--- config.mk ---
export PLATFORM = sky130hd
export DESIGN_NAME = spi_cmd_sequencer
export DESIGN_NICKNAME = d
export VERILOG_FILES = /design/src/rtl/spi_cmd_sequencer.sv
export SDC_FILE = /design/constraint.sdc
export NUM_CORES = 1
export LEC_CHECK = 0
export CORE_AREA = 2 2 123 125
export DETAILED_ROUTE_END_ITERATION = 10
export DIE_AREA = 0 0 125 127
export HOLD_SLACK_MARGIN = 0.05
export PLACE_DENSITY_LB_ADDON = 0.05
export SETUP_SLACK_MARGIN = 0.05
export SLEW_MARGIN = 20
export SYNTH_ARGS = -nofsm -noshare
export SYNTH_HDL_FRONTEND = slang
export SYNTH_SLANG_ARGS = --single-unit
--- constraint.sdc ---
create_clock -name clk -period 3.8 [get_ports clk]
set_clock_uncertainty 0.1 [all_clocks]
set_input_delay 0.76 -clock clk [delete_from_list [all_inputs] [get_ports clk]]
set_output_delay 0.76 -clock clk [all_outputs]
set_load 0.05 [all_outputs]
--- src/rtl/spi_cmd_sequencer.sv ---
// Command/data byte FIFO feeding the SPI master byte engine, one byte per handshake,
// with an inter-byte gap and a per-byte timeout against a stuck master.
module spi_cmd_sequencer #(
   parameter int DEPTH          = 16,
   parameter int AW             = 4,
   parameter int GAP_CYCLES     = 4,
   parameter int TIMEOUT_CYCLES = 8192
) (
   input  logic          clk,
   input  logic          reset,
   input  logic          wr_en,
   input  logic          wr_dc,
   input  logic [7:0]    wr_data,
   output logic          full,
   output logic          empty,
   output logic [AW:0]   level,
   output logic          spi_dc,
   output logic [7:0]    spi_data_out,
   output logic          spi_send,
   input  logic          spi_send_done,
   output logic          busy,
   output logic          overflow,
   output logic          timeout_err,
   input  logic          clr_err
);

   localparam int TW = $clog2(TIMEOUT_CYCLES);
   localparam int GW = (GAP_CYCLES > 1) ? $clog2(GAP_CYCLES) : 1;
   localparam int LW = AW + 1;
   localparam logic [TW-1:0] TMR_LAST = TW'(TIMEOUT_CYCLES - 1);
   localparam logic [GW-1:0] GAP_LAST = GW'((GAP_CYCLES > 0) ? GAP_CYCLES - 1 : 0);
   localparam logic [LW-1:0] LVL_FULL = LW'(DEPTH);

   typedef enum logic [1:0] {S_IDLE, S_SEND, S_WAIT_LOW, S_GAP} state_t;

   logic [8:0]    r_mem [DEPTH];
   logic [AW-1:0] r_wr_ptr;
   logic [AW-1:0] r_rd_ptr;
   logic [AW:0]   r_level;
   logic          r_overflow;
   logic          r_timeout_err;
   logic          r_done_s1;
   logic          r_done_s2;
   logic          r_done_d;
   state_t        r_state;
   logic [TW-1:0] r_tmr;
   logic [GW-1:0] r_gcnt;
   logic          r_send;
   logic          r_dc;
   logic [7:0]    r_data;

   logic          w_full;
   logic          w_empty;
   logic          w_push;
   logic          w_pop;
   logic          w_load;
   logic          w_timeout_set;
   logic          w_done_rise;
   logic [8:0]    w_head;
   state_t        w_state_next;
   logic [TW-1:0] w_tmr_next;
   logic [GW-1:0] w_gcnt_next;
   logic          w_send_next;

   assign w_full      = (r_level == LVL_FULL);
   assign w_empty     = (r_level == '0);
   assign w_push      = wr_en && !w_full;
   assign w_head      = r_mem[r_rd_ptr];
   assign w_done_rise = r_done_s2 && !r_done_d;

   // Storage has no reset so it can map onto plain RAM.
   always_ff @(posedge clk) begin
      if (w_push) begin
         r_mem[r_wr_ptr] <= {wr_dc, wr_data};
      end
   end

   always_ff @(posedge clk or posedge reset) begin
      if (reset) begin
         r_wr_ptr <= '0;
         r_rd_ptr <= '0;
         r_level  <= '0;
      end else begin
         if (w_push) begin
            r_wr_ptr <= r_wr_ptr + 1'b1;
         end
         if (w_pop) begin
            r_rd_ptr <= r_rd_ptr + 1'b1;
         end
         if (w_push && !w_pop) begin
            r_level <= r_level + 1'b1;
         end else if (!w_push && w_pop) begin
            r_level <= r_level - 1'b1;
         end
      end
   end

   // A fresh error in the same cycle as clr_err keeps the flag set.
   always_ff @(posedge clk or posedge reset) begin
      if (reset) begin
         r_overflow    <= 1'b0;
         r_timeout_err <= 1'b0;
      end else begin
         if (wr_en && w_full) begin
            r_overflow <= 1'b1;
         end else if (clr_err) begin
            r_overflow <= 1'b0;
         end
         if (w_timeout_set) begin
            r_timeout_err <= 1'b1;
         end else if (clr_err) begin
            r_timeout_err <= 1'b0;
         end
      end
   end

   always_ff @(posedge clk or posedge reset) begin
      if (reset) begin
         r_done_s1 <= 1'b0;
         r_done_s2 <= 1'b0;
         r_done_d  <= 1'b0;
      end else begin
         r_done_s1 <= spi_send_done;
         r_done_s2 <= r_done_s1;
         r_done_d  <= r_done_s2;
      end
   end

   always_ff @(posedge clk or posedge reset) begin
      if (reset) begin
         r_state <= S_IDLE;
         r_tmr   <= '0;
         r_gcnt  <= '0;
         r_send  <= 1'b0;
         r_dc    <= 1'b0;
         r_data  <= 8'h00;
      end else begin
         r_state <= w_state_next;
         r_tmr   <= w_tmr_next;
         r_gcnt  <= w_gcnt_next;
         r_send  <= w_send_next;
         if (w_load) begin
            r_dc   <= w_head[8];
            r_data <= w_head[7:0];
         end
      end
   end

   always_comb begin
      w_state_next  = r_state;
      w_tmr_next    = r_tmr;
      w_gcnt_next   = r_gcnt;
      w_send_next   = r_send;
      w_load        = 1'b0;
      w_pop         = 1'b0;
      w_timeout_set = 1'b0;
      unique case (r_state)
         S_IDLE: begin
            if (!w_empty && !r_done_s2) begin
               w_load       = 1'b1;
               w_send_next  = 1'b1;
               w_tmr_next   = '0;
               w_state_next = S_SEND;
            end
         end
         S_SEND: begin
            w_tmr_next = r_tmr + 1'b1;
            if (w_done_rise) begin
               w_send_next  = 1'b0;
               w_pop        = 1'b1;
               w_state_next = S_WAIT_LOW;
            end else if (r_tmr == TMR_LAST) begin
               w_send_next   = 1'b0;
               w_pop         = 1'b1;
               w_timeout_set = 1'b1;
               w_state_next  = S_WAIT_LOW;
            end
         end
         S_WAIT_LOW: begin
            // The master's done is long; wait for it to fall before the gap starts.
            if (!r_done_s2) begin
               w_gcnt_next  = '0;
               w_state_next = (GAP_CYCLES == 0) ? S_IDLE : S_GAP;
            end
         end
         S_GAP: begin
            w_gcnt_next = r_gcnt + 1'b1;
            if (r_gcnt == GAP_LAST) begin
               w_state_next = S_IDLE;
            end
         end
         default: w_state_next = S_IDLE;
      endcase
   end

   assign full         = w_full;
   assign empty        = w_empty;
   assign level        = r_level;
   assign spi_dc       = r_dc;
   assign spi_data_out = r_data;
   assign spi_send     = r_send;
   assign busy         = (r_state != S_IDLE) || !w_empty;
   assign overflow     = r_overflow;
   assign timeout_err  = r_timeout_err;

endmodule
==> results.py, run 1 <==
metrics = {
    "yosys": {
        "synth_cells": 452,
        "ys_warn_count": 0,
        "ys.flop_type": "edfxtp_1",
        "synth.most_common_cell": "edfxtp_1",
        "ys_async_sr_fraction": 0.238,
        "ys_ff_latch": 189,
        "synth_area_leaders": "edfxtp_1, dfrtp_1, mux4_2, ha_1, mux2i_1",
        "synth_nets": 483,
        "netlist_area_mm2": 0.00782,
        "synth.avg_cell_area_um2": 17.3,
        "synth_common_cells": "edfxtp_1, dfrtp_1, mux4_2",
        "yosys.area.top_type": "edfxtp_1",
        "ys_seq_area_frac": 0.697,
        "synthDistinctLibCells": 53,
        "synth-edff-count": 144,
        "yosys.area.top_type_share": 0.553,
    },
    "finish": {
        "fin_nets": 539,
        "antenna_cells": 0,
        "layout-drive-gt1-share": 0.205,
        "layoutNonFillerInstCount": 705,
        "area_delta_synth_final_pct": 15.6,
    },
    "global_route": {
        "grt_max_degree": 38,
        "grt_pass1_vias": 4262,
        "grt_pass1_wl_um": 24300,
        "antenna_found_initial": 0,
        "grt_usage": 0.206,
        "grt-ovfl-total": 0,
    },
    "timing": {
        "tns_ns": 0,
        "drv_slew": 0,
        "fin_hold_ws_ns": 0.256,
        "slew_headroom": 0.528,
        "post-route-min-period_ns": 3.33,
        "max_freq_mhz": 301,
        "setup_violations": 0,
        "rsz0062_at_grt": "no",
        "hold_viol_final": 0,
        "fin_crit_sh": 0.875,
        "tightest_slew_ns": 0.707,
    },
    "clock_network": {
        "cts_tree": "done",
        "cts.repair.resized": 0,
        "post-cts-setup-buffers": 0,
        "path_clk_slew_ns": 0.06,
        "clockRootBuffer": "clkbuf_16",
        "clock_latency_ns": 0.44,
        "numCtsBuffers": 17,
        "clockBufferDepth": 2,
        "postCtsHoldBufs": 0,
        "cts_num_sinks": 189,
        "htree_levels": 4,
    },
    "hold_path": {
        "hold_class": "register to register",
    },
    "setup_path": {
        "crit_path_end": "empty",
        "crit_path_start": "level[0]$_DFFE_PP0P_",
        "cp-end-kind": "output port",
        "cp_data_arrival_time_ns": 2.47,
        "start_kind": "register",
        "crit_type": "register to output port",
        "regToRegEndpoint": "level[4]$_DFFE_PP0P_",
        "cp_max_fo": 5,
        "rr_startpoint": "r_state[1]$_DFFE_PP0P_",
        "reg2reg_slack_ns": 0.78,
        "cp.required_ns": 2.94,
        "r2r_cells": 14,
    },
    "routing": {
        "wire_per_inst_um": 21.6,
        "vias": 4066,
        "wirelength_um": 15200,
        "drcViolationCount": 0,
        "drtAntennaViolNets": 0,
        "vias_per_cell": 5.77,
        "drtPass1Iterations": 4,
        "drt-initial-drc-count": 266,
    },
    "die": {
        "core_mm2": 0.0144,
        "num_io_pins": 34,
        "die_area_mm2": 0.0159,
        "dieHeight_um": 127,
        "row_count": 44,
        "die_x_um": 125,
        "start_util": 0.542,
    },
    "status": {
        "status": "complete, no violations",
    },
    "power": {
        "p_leak_nw": 3.21,
        "peakVddDrop_mv": 0.368,
        "powerDensity_mw_per_mm2": 740,
        "total_power_w": 0.00669,
    },
    "job": {
        "cap_viol_max_count": 0,
    },
    "place": {
        "place.detailed.hpwl_um": 9580,
        "numPortBuffers": 33,
        "place.gp.congestion": 0.785,
        "place_inst": 673,
    },
}
[worst min path at each step]
stage | from | endpoint | slack, ns | cells after the start
floorplan | r_done_s1$_DFF_PP0_ | r_done_s2$_DFF_PP0_ | 0.23 | 0
global placement | r_done_s1$_DFF_PP0_ | r_done_s2$_DFF_PP0_ | 0.25 | 0
detailed placement | r_done_s1$_DFF_PP0_ | r_done_s2$_DFF_PP0_ | 0.24 | 0
CTS | r_done_s1$_DFF_PP0_ | r_done_s2$_DFF_PP0_ | 0.26 | 0
global route | r_done_s1$_DFF_PP0_ | r_done_s2$_DFF_PP0_ | 0.28 | 0
finish | r_done_s1$_DFF_PP0_ | r_done_s2$_DFF_PP0_ | 0.26 | 0
[sequential cells by signal, indices dropped and copies added, names as in the netlist, 2 cells and up]
register      cells
r_rd_ptr          4
r_state           2
r_wr_ptr          4
r_mem           144
spi_data_out      8
r_gcnt            2
r_tmr            13
level             5
[layout by cell type, fill, tap and decap left out, drive strengths merged, types with 7 or more instances in the layout]
cell type,netlist,routed
edfxtp,144,144
dfrtp,45,45
mux4,36,36
clkdlybuf4s50,0,33
nand2,31,31
nor2,29,29
buf,15,24
inv,12,20
mux2i,19,19
clkbuf,5,17
xnor2,16,16
ha,16,16
o21ai,10,10
o221ai,9,9
a21oi,8,8
nand3,7,7
[report_power, final]
part           internal [W]  switching, W
combinational      0.000938       0.00123
clock              0.000872      0.000830
sequential          0.00255      0.000264
total               0.00436       0.00233
[kinds of logic (layout without fill, tap and decap cells)]
kind of cell,after synthesis,count (layout),share of synthesized area
muxes,58,58,0.133
xor gates and xnor gates,19,19,0.0213
DFF,189,189,0.697
and+or+nand+nor,94,94,0.0595
adders and majority gates,17,17,0.0282
AOI/OAI and AO/OA,43,43,0.0415
buffers and inverters,32,101,0.0195
[routing by layer]
| metal | up-vias | wire length [um] | GRT usage |
|---|---|---|---|
| met5 | - | 0 | 0 |
| met4 | 0 | 259 | 0.0634 |
| met3 | 21 | 729 | 0.0490 |
| met2 | 96 | 7630 | 0.344 |
| met1 | 2079 | 6600 | 0.275 |
| li1 | 1870 | - | - |
[cell type report]
class	count	area, um^2
well taps	184	230
fillers	1055	5390
clock inverters	15	149
multi-input cells	231	2210
repair buffers	57	523
flip-flops and latches	189	5450
clock buffers	17	425
inverters	12	45.0
[worst max-delay path: stages, from the launching register on]
cell	delay [ns]
dfrtp_1	0.45
or4_4	0.61
nor2_1	0.16
clkdlybuf4s50_1	0.82
[stage by stage]
step / worst slack, ns / util / cell area [um^2]
floorplan: 0.330 / - / 7820
finish: 0.473 / 0.627 / 9040
global placement: 0.746 / 0.587 / 8460
detailed placement: 0.716 / 0.587 / 8460
CTS: 0.435 / 0.627 / 9040
global route: 0.376 / 0.627 / 9040
Power figures use the tool's default switching activity.
==> run 2: changes to the inputs <==
CORE_AREA = 2 2 113 115   (was 2 2 123 125)
DIE_AREA = 0 0 115 117   (was 0 0 125 127)
SLEW_MARGIN = default   (was 20)
clock period = 4 ns   (was 3.8 ns; I/O delays follow)
==> results.py, run 2 (synthesis results as in run 1) <==
metrics = {
    "global_route": {
        "use_met3": 0.0551,
        "busiest_layer": "met2",
        "antenna_found_initial": 0,
        "grt_max_degree": 38,
        "gr-usage-met1": 0.306,
        "met2_usage": 0.419,
        "grt_pass1_wl_um": 23100,
        "grt-ovfl-total": 0,
        "grt_usage": 0.241,
        "grt_pass1_vias": 4229,
    },
    "setup_path": {
        "critPathSlowestCell": "clkdlybuf4s50_1",
        "cp_data_arrival_time_ns": 2.45,
        "start_kind": "register",
        "max_stage_delay_ns": 0.82,
        "cp-end-kind": "output port",
        "crit_path_end": "empty",
        "cp_max_fo": 5,
        "reg2reg_slack_ns": 0.80,
        "regToRegEndpoint": "level[4]$_DFFE_PP0P_",
        "r2r_cells": 13,
        "crit_chain": "or4_4 -> nor2_1 -> clkdlybuf4s50_1",
        "crit_type": "register to output port",
        "rr_startpoint": "r_state[1]$_DFFE_PP0P_",
        "cp.required_ns": 3.10,
        "crit_path_start": "level[0]$_DFFE_PP0P_",
    },
    "power": {
        "peakVddDrop_mv": 0.550,
        "powerDensity_mw_per_mm2": 708,
        "p_leak_nw": 3.19,
    },
    "place": {
        "place.gp.congestion": 0.780,
        "numPortBuffers": 33,
        "placed_area_mm2": 0.00839,
        "place_inst": 637,
        "pre_cts_ws_ns": 0.796,
        "place.detailed.hpwl_um": 9340,
    },
    "routing": {
        "wire_per_inst_um": 22.2,
        "drt-initial-drc-count": 465,
        "wirelength_um": 14800,
        "drtPass1Iterations": 4,
        "drtAntennaViolNets": 0,
        "vias": 4099,
        "drcViolationCount": 0,
        "vias_per_cell": 6.13,
    },
    "finish": {
        "layoutNonFillerInstCount": 669,
        "n_fill_cell": 755,
        "top_register": "r_mem",
        "largest_reg_flops": 144,
        "antenna_cells": 0,
        "postLayoutCellArea_mm2": 0.00896,
        "area_delta_synth_final_pct": 14.7,
        "final_common_cell": "edfxtp_1",
        "utilization": 0.728,
        "layout-drive-gt1-share": 0.195,
        "layout_common_cells": "edfxtp_1, dfrtp_1, mux4_2",
        "fin_nets": 537,
    },
    "die": {
        "dieHeight_um": 117,
        "num_io_pins": 34,
        "start_util": 0.635,
        "row_count": 41,
        "die_x_um": 115,
        "core_mm2": 0.0123,
        "die_area_mm2": 0.0135,
    },
    "clock_network": {
        "cts_num_sinks": 189,
        "clock_latency_ns": 0.43,
        "cts_tree": "done",
        "postCtsHoldBufs": 0,
        "cts.repair.resized": 0,
        "numCtsBuffers": 17,
        "clockRootBuffer": "clkbuf_16",
        "post-cts-setup-buffers": 0,
        "path_clk_slew_ns": 0.06,
        "clockBufferDepth": 2,
        "htree_levels": 4,
    },
    "timing": {
        "slew_headroom": 0.498,
        "rsz0062_at_grt": "no",
        "fin_crit_sh": 0.838,
        "max_freq_mhz": 298,
        "setup_violations": 0,
        "tightest_slew_ns": 0.752,
        "drv_slew": 0,
        "post-route-min-period_ns": 3.35,
        "tns_ns": 0,
        "hold_viol_final": 0,
        "setup_ws_ns": 0.649,
    },
    "hold_path": {
        "hold_class": "register to register",
    },
    "job": {
        "cap_viol_max_count": 0,
    },
    "status": {
        "status": "complete, no violations",
    },
}
[run 2: power breakdown]
group	internal, W	total (W)	switching (W)	leakage (nW)
clock network	0.000875	0.00162	0.000743	0.271
logic	0.000878	0.00206	0.00118	1.05
registers	0.00243	0.00267	0.000244	1.87
[run 2: final cells by class]
class / count / area [um^2] / share of cell area
inverters: 12 / 45.0 / 0.00502
clock buffers: 19 / 433 / 0.0483
well taps: 150 / 188 / 0.0209
multi-input cells: 231 / 2210 / 0.247
clock inverters: 13 / 138 / 0.0154
flip-flops and latches: 189 / 5450 / 0.608
repair buffers: 55 / 495 / 0.0553
[run 2: how the worst min path moves through the flow]
stage | start | end | slack (ns) | depth (start not counted)
2_1_floorplan | r_done_s1$_DFF_PP0_ | r_done_s2$_DFF_PP0_ | 0.23 | 0
3_3_place_gp | r_done_s1$_DFF_PP0_ | r_done_s2$_DFF_PP0_ | 0.24 | 0
3_5_place_dp | r_done_s1$_DFF_PP0_ | r_done_s2$_DFF_PP0_ | 0.24 | 0
4_1_cts | r_done_s1$_DFF_PP0_ | r_done_s2$_DFF_PP0_ | 0.26 | 0
5_1_grt | r_done_s1$_DFF_PP0_ | r_done_s2$_DFF_PP0_ | 0.27 | 0
6_report | r_done_s1$_DFF_PP0_ | r_done_s2$_DFF_PP0_ | 0.25 | 0
[run 2: stage by stage]
| step | power (W) | hold slack, ns |
|---|---|---|
| after CTS | 0.00639 | 0.258 |
| final | 0.00634 | 0.255 |
| after floorplan | 0.00418 | 0.231 |
| after global placement | 0.00471 | 0.237 |
| after global routing | 0.00665 | 0.270 |
| after detailed placement | 0.00478 | 0.238 |
[run 2: worst max-delay path, delay by kind of cell (launching register included)]
family                 cells  cell delay [ns]
DFF                        1             0.44
and+or+nand+nor            2             0.76
buffers and inverters      1             0.82
[run 2: routing by layer]
layer | vias up | part of all wire
li1 | 1861 | -
met1 | 2109 | 0.40
met2 | 115 | 0.54
met3 | 14 | 0.053
met4 | 0 | 0.013
met5 | - | 0
